$ cat config.mk
export PLATFORM = sky130hd
export DESIGN_NAME = cve2_alu_arbiter
export DESIGN_NICKNAME = d
export VERILOG_FILES = /design/src/rtl/cve2_alu_arbiter.sv
export SDC_FILE = /design/constraint.sdc
export NUM_CORES = 1
export LEC_CHECK = 0
export ABC_AREA = 1
export BUFFER_PORTS_ARGS = -buffer_cell sky130_fd_sc_hd__buf_2
export CAP_MARGIN = 20
export CORE_AREA = 2 2 164 166
export CTS_BUF_LIST = sky130_fd_sc_hd__clkbuf_4
export CTS_CLUSTER_DIAMETER = 80
export DETAILED_ROUTE_END_ITERATION = 10
export DIE_AREA = 0 0 166 168
export HOLD_SLACK_MARGIN = 0.15
export SLEW_MARGIN = 20
export SYNTH_ARGS = -nofsm -noshare
export SYNTH_HDL_FRONTEND = slang
export SYNTH_SLANG_ARGS = --single-unit
$ cat constraint.sdc
create_clock -name clk_i -period 1.5 [get_ports clk_i]
set_input_delay 0.3 -clock clk_i [delete_from_list [all_inputs] [get_ports clk_i]]
set_output_delay 0.3 -clock clk_i [all_outputs]
set_load 0.02 [all_outputs]
$ cat src/rtl/cve2_alu_arbiter.sv
// Round-robin arbiter sharing one cve2 ALU between the core issue path and a test port.
// Holds the winning op, the ALU intermediate values and the result until the owner takes it.
module cve2_alu_arbiter #(
    parameter int unsigned MAX_CYC = 2,
    parameter int unsigned OP_W    = 7
) (
    input  logic              clk_i,
    input  logic              rst_ni,
    input  logic [1:0]        req_valid_i,
    output logic [1:0]        req_ready_o,
    input  logic [2*OP_W-1:0] req_op_i,
    input  logic [63:0]       req_a_i,
    input  logic [63:0]       req_b_i,
    input  logic [3:0]        req_ncyc_i,
    output logic [1:0]        resp_valid_o,
    input  logic [1:0]        resp_ready_i,
    output logic [31:0]       resp_result_o,
    output logic [OP_W-1:0]   alu_operator_o,
    output logic [31:0]       alu_operand_a_o,
    output logic [31:0]       alu_operand_b_o,
    output logic              alu_instr_first_cycle_o,
    output logic [63:0]       alu_imd_val_q_o,
    input  logic [63:0]       alu_imd_val_d_i,
    input  logic [1:0]        alu_imd_val_we_i,
    input  logic [31:0]       alu_result_i,
    output logic [1:0]        grant_o,
    output logic              busy_o
);

    typedef enum logic [1:0] {
        IDLE,
        EXEC,
        RESP
    } state_e;

    localparam logic [1:0] MAX_N = 2'(MAX_CYC);

    state_e           state_q, state_d;
    logic             rr_last_q;
    logic             owner_q;
    logic [OP_W-1:0]  op_q;
    logic [31:0]      a_q, b_q, result_q;
    logic [1:0]       ncyc_q, cnt_q;
    logic [1:0][31:0] imd_q;

    logic             win;
    logic             accept;
    logic             done;
    logic [1:0]       ncyc_sel, ncyc_clamp;

    always_comb begin
        win = 1'b0;
        case (req_valid_i)
            2'b01:   win = 1'b0;
            2'b10:   win = 1'b1;
            2'b11:   win = ~rr_last_q;
            default: win = 1'b0;
        endcase
    end

    assign accept      = (state_q == IDLE) && (|req_valid_i);
    assign req_ready_o = accept ? (2'b01 << win) : 2'b00;
    assign done        = (state_q == EXEC) && (cnt_q == ncyc_q);

    // A zero cycle count still needs one ALU cycle; long ops saturate at MAX_CYC.
    always_comb begin
        ncyc_sel   = win ? req_ncyc_i[3:2] : req_ncyc_i[1:0];
        ncyc_clamp = ncyc_sel;
        if (ncyc_sel == 2'd0) begin
            ncyc_clamp = 2'd1;
        end else if (ncyc_sel > MAX_N) begin
            ncyc_clamp = MAX_N;
        end
    end

    always_comb begin
        state_d = state_q;
        case (state_q)
            IDLE:    if (accept) state_d = EXEC;
            EXEC:    if (done) state_d = RESP;
            RESP:    if (resp_ready_i[owner_q]) state_d = IDLE;
            default: state_d = IDLE;
        endcase
    end

    always_ff @(posedge clk_i or negedge rst_ni) begin
        if (!rst_ni) begin
            state_q   <= IDLE;
            rr_last_q <= 1'b1;
            owner_q   <= 1'b0;
            op_q      <= '0;
            a_q       <= '0;
            b_q       <= '0;
            ncyc_q    <= '0;
            cnt_q     <= '0;
            imd_q     <= '0;
            result_q  <= '0;
        end else begin
            state_q <= state_d;
            if (accept) begin
                owner_q <= win;
                op_q    <= win ? req_op_i[2*OP_W-1:OP_W] : req_op_i[OP_W-1:0];
                a_q     <= win ? req_a_i[63:32] : req_a_i[31:0];
                b_q     <= win ? req_b_i[63:32] : req_b_i[31:0];
                ncyc_q  <= ncyc_clamp;
                cnt_q   <= 2'd1;
                imd_q   <= '0;
            end
            if (state_q == EXEC) begin
                for (int k = 0; k < 2; k++) begin
                    if (alu_imd_val_we_i[k]) imd_q[k] <= alu_imd_val_d_i[k*32 +: 32];
                end
                if (done) result_q <= alu_result_i;
                else      cnt_q    <= cnt_q + 2'd1;
            end
            if ((state_q == RESP) && resp_ready_i[owner_q]) begin
                rr_last_q <= owner_q;
            end
        end
    end

    assign resp_valid_o            = (state_q == RESP) ? (2'b01 << owner_q) : 2'b00;
    assign grant_o                 = (state_q != IDLE) ? (2'b01 << owner_q) : 2'b00;
    assign busy_o                  = (state_q != IDLE);
    assign resp_result_o           = result_q;
    assign alu_operator_o          = op_q;
    assign alu_operand_a_o         = a_q;
    assign alu_operand_b_o         = b_q;
    assign alu_instr_first_cycle_o = (state_q == EXEC) && (cnt_q == 2'd1);
    assign alu_imd_val_q_o         = {imd_q[1], imd_q[0]};

endmodule

==> flow_metrics.env <==
export IMPL_outcome="finished with violations"
export IMPL_violations="negative setup slack"
export IMPL_relSlewSlack=0.390
export IMPL_critPathMaxFanout=3
export IMPL_synth_warnings=0
export IMPL_intPower_mw=18.7
export IMPL_grt_busiest_layer="met2"
export IMPL_rows=60
export IMPL_max_clock_path_buffers=2
export IMPL_clkSinkCount=175
export IMPL_min_period_ps=1910
export IMPL_insertion_delay_ps=560
export IMPL_power_frac_comb=0.636
export IMPL_worst_pin_slew_ps=912
export IMPL_met3_usage=0.0611
export IMPL_hold_class="input pin to async pin"
export IMPL_grt_use_met2=0.381
export IMPL_fin_crit_sh=1.27
export IMPL_start_util=0.283
export IMPL_design_portCount=425
export IMPL_criticalPathCategory="register to output pin"
export IMPL_dp_cells=1619
export IMPL_drive_gt1_frac=0.446
export IMPL_yosysTopAreaCellShare=0.585
export IMPL_wl_mm=37.8
export IMPL_synth_cells=867
export IMPL_power_density_nw_per_um2=2080
export IMPL_finalWorstSetupSlack_ps=-409
export IMPL_gp_congestion=0.814
export IMPL_die_area_um2=27900
export IMPL_die_x_um=166
export IMPL_switchingPower_mw=14.7
export IMPL_power_ir_vdd_worst_v=0.00113
export IMPL_cp_start_kind="register"
export IMPL_port_buffer_count=422
export IMPL_grt_first_pass_wirelength_mm=49.5
export IMPL_core_um2=26400
export IMPL_clk_pin_slew_ps=170
export IMPL_ys_ff_latch=175
export IMPL_cts_made_buffers=17
export IMPL_cp_arrival_ps=1610
export IMPL_finalHoldViolCount=0
export IMPL_final_nets=1911
export IMPL_yosysSeqAreaShare=0.588
export IMPL_overflow=0
export IMPL_drt_iter0_markers=618
export IMPL_fin_worst_skew_ps=26.7
export IMPL_htree_levels=4
export IMPL_synth_top_area_cell="dfrtp_1"
export IMPL_rsz0062_at_grt="yes"
export IMPL_layout_cells_non_filler=2020
export IMPL_met1_usage=0.255
export IMPL_multi_input_area_um2=3260
export IMPL_grt_pass1_vias=9418
export IMPL_ys_top_cells_by_area="dfrtp_1 58%, nand2_1 18%, nand3_1 14%, buf_2 3.0%, nand4_1 2.7%"
export IMPL_finalMaxSlewViolations=0
export IMPL_cts_tree="built"
export IMPL_regArea_um2=4380
export IMPL_area_delta_synth_final_pct=115
export IMPL_clockPowerShare=0.091
export IMPL_crit_required_ps=1200
export IMPL_syn_area_per_cell_um2=8.59
export IMPL_seqPwrFrac=0.273
export IMPL_fin_tns_setup_ps=-14240
export IMPL_final_hold_worst_slack_ps=335
export IMPL_ant_nets=0
export IMPL_synth_nets=1118
export IMPL_ys_types=20
export IMPL_grt_usage=0.222
export IMPL_remaining_drc_errors=0
export IMPL_finalSetupViolCount=190
export IMPL_drtPass1Iterations=5
export IMPL_viasPerCell=4.94
export IMPL_switching_share=0.440
export IMPL_max_freq_mhz=524
export IMPL_grt_max_degree=42
export IMPL_antenna_found_initial=5
export IMPL_cap_violations=0
export IMPL_end_kind="output pin"
export IMPL_leakagePower_nw=8.15
export IMPL_num_vias=9984
export IMPL_wire_per_inst_um=18.7
export IMPL_fillCellCount=1892
export IMPL_place_hpwl_mm=19.2
export IMPL_die_h_um=168
export IMPL_syn_area_um2=7450
export IMPL_clock_root_buffer="clkbuf_4"
-- layer usage --
layer	share of wire	vias to the layer above	wire [um]
met4	0.055	0	2070
met5	0	-	0
met2	0.50	611	18800
li1	-	4441	-
met3	0.081	139	3080
met1	0.37	4793	13900
-- logic make-up after synthesis --
group	count (synthesis)	share of synthesized area
xor+xnor	1	0.00218
simple gates	609	0.356
fa+ha+maj	1	0.00168
buf+inv	74	0.0469
compound gates	7	0.00554
flops	175	0.588
-- Yosys cell counts --
| master | number |
|---|---|
| inv_2 | 3 |
| nor2_1 | 5 |
| dfrtp_1 | 174 |
| clkbuf_1 | 15 |
| dfstp_2 | 1 |
| nor2_4 | 3 |
| inv_1 | 8 |
| nand2_1 | 364 |
| nor3b_1 | 1 |
| o21bai_1 | 1 |
| buf_2 | 45 |
| o21ai_0 | 5 |
| nor2_2 | 1 |
| nand4_1 | 32 |
| nand3_1 | 203 |
| buf_4 | 2 |
| xnor2_2 | 1 |
| buf_6 | 1 |
| o21ai_2 | 1 |
| ha_1 | 1 |
-- metrics by stage --
step           power, mW  setup WS, ps  cell area (um^2)   util
6_report            33.4          -409             16000  0.608
5_1_grt             35.0          -524             16000  0.607
4_1_cts             27.3          -505             14000  0.530
3_5_place_dp        21.4         -8.55             10300  0.391
3_3_place_gp        21.2         -14.2             10300  0.391
2_1_floorplan       16.0          49.4              7450      -
-- registers in the layout, indices dropped and copies added, names as in the netlist --
name and count:
alu_operand_a_o 32, alu_operator_o 7, cnt_q 2, alu_operand_b_o 32, owner_q 1, state_q 2, resp_result_o 32, ncyc_q 2
alu_imd_val_q_o 64, rr_last_q 1
-- final cells by class --
type / count / share of cell area
Clock buffer: 17 / 0.00797
Timing Repair Buffer: 837 / 0.472
Inverter: 11 / 0.00273
Multi-Input combinational cell: 618 / 0.204
Sequential cell: 175 / 0.274
Antenna cell: 6 / 0.000938
Tap cell: 341 / 0.0266
Clock inverter: 15 / 0.0121
-- power by group through the flow --
stage | registers (mW) | clock network, mW | logic (mW)
final | 9.10 | 3.03 | 21.2
after floorplan | 11.1 | 0 | 4.92
after global placement | 8.33 | 0 | 12.9
after detailed placement | 8.37 | 0 | 13.0
after global routing | 9.29 | 3.34 | 22.4
after CTS | 8.56 | 3.13 | 15.6
-- worst paths after layout --
path / from / end / slack (ps) / depth (start not counted)
setup reg to reg: rr_last_q / alu_operand_b_o[20] / -130 / 9
hold / removal: rst_ni / alu_imd_val_q_o[8] / 330 / 3
hold reg to reg: rr_last_q / rr_last_q / 490 / 2
max in group asynchronous: rst_ni / alu_imd_val_q_o[5] / -160 / 3
min in group clk_i: req_valid_i[1] / ncyc_q[1] / 430 / 7
setup / recovery: rr_last_q / req_ready_o[0] / -410 / 6
-- placed cells by master, fill, tap and decap left out, drive strengths merged, types with 2 or more instances in the layout --
cell type	count
inv	19
dfrtp	174
clkbuf	32
o21ai	6
bufinv	2
buf	574
nand4	32
nand2	364
dlygate4sd3	247
nand3	203
diode	6
nor2	9
clkinv	5
-- critical path, cell delays in order, from the launching register on --
cell and delay [ps]:
dfstp_2 560, nand2_2 60, nand2_4 90, inv_2 40, nor2_4 100, buf_12 120
buf_8 100
-- what timing repair did --
| item | in CTS | in global routing |
|---|---|---|
| buffers inserted | 23 | 74 |
| pin swaps | 6 | 32 |
| endpoints found under the hold margin | 345 | 16 |
| hold buffers | 247 | 1 |
| gates cloned | 1 | 19 |
| setup endpoints to repair | 97 | 356 |
| gates resized for setup | 206 | 298 |
(Power assumes the default switching activity.)
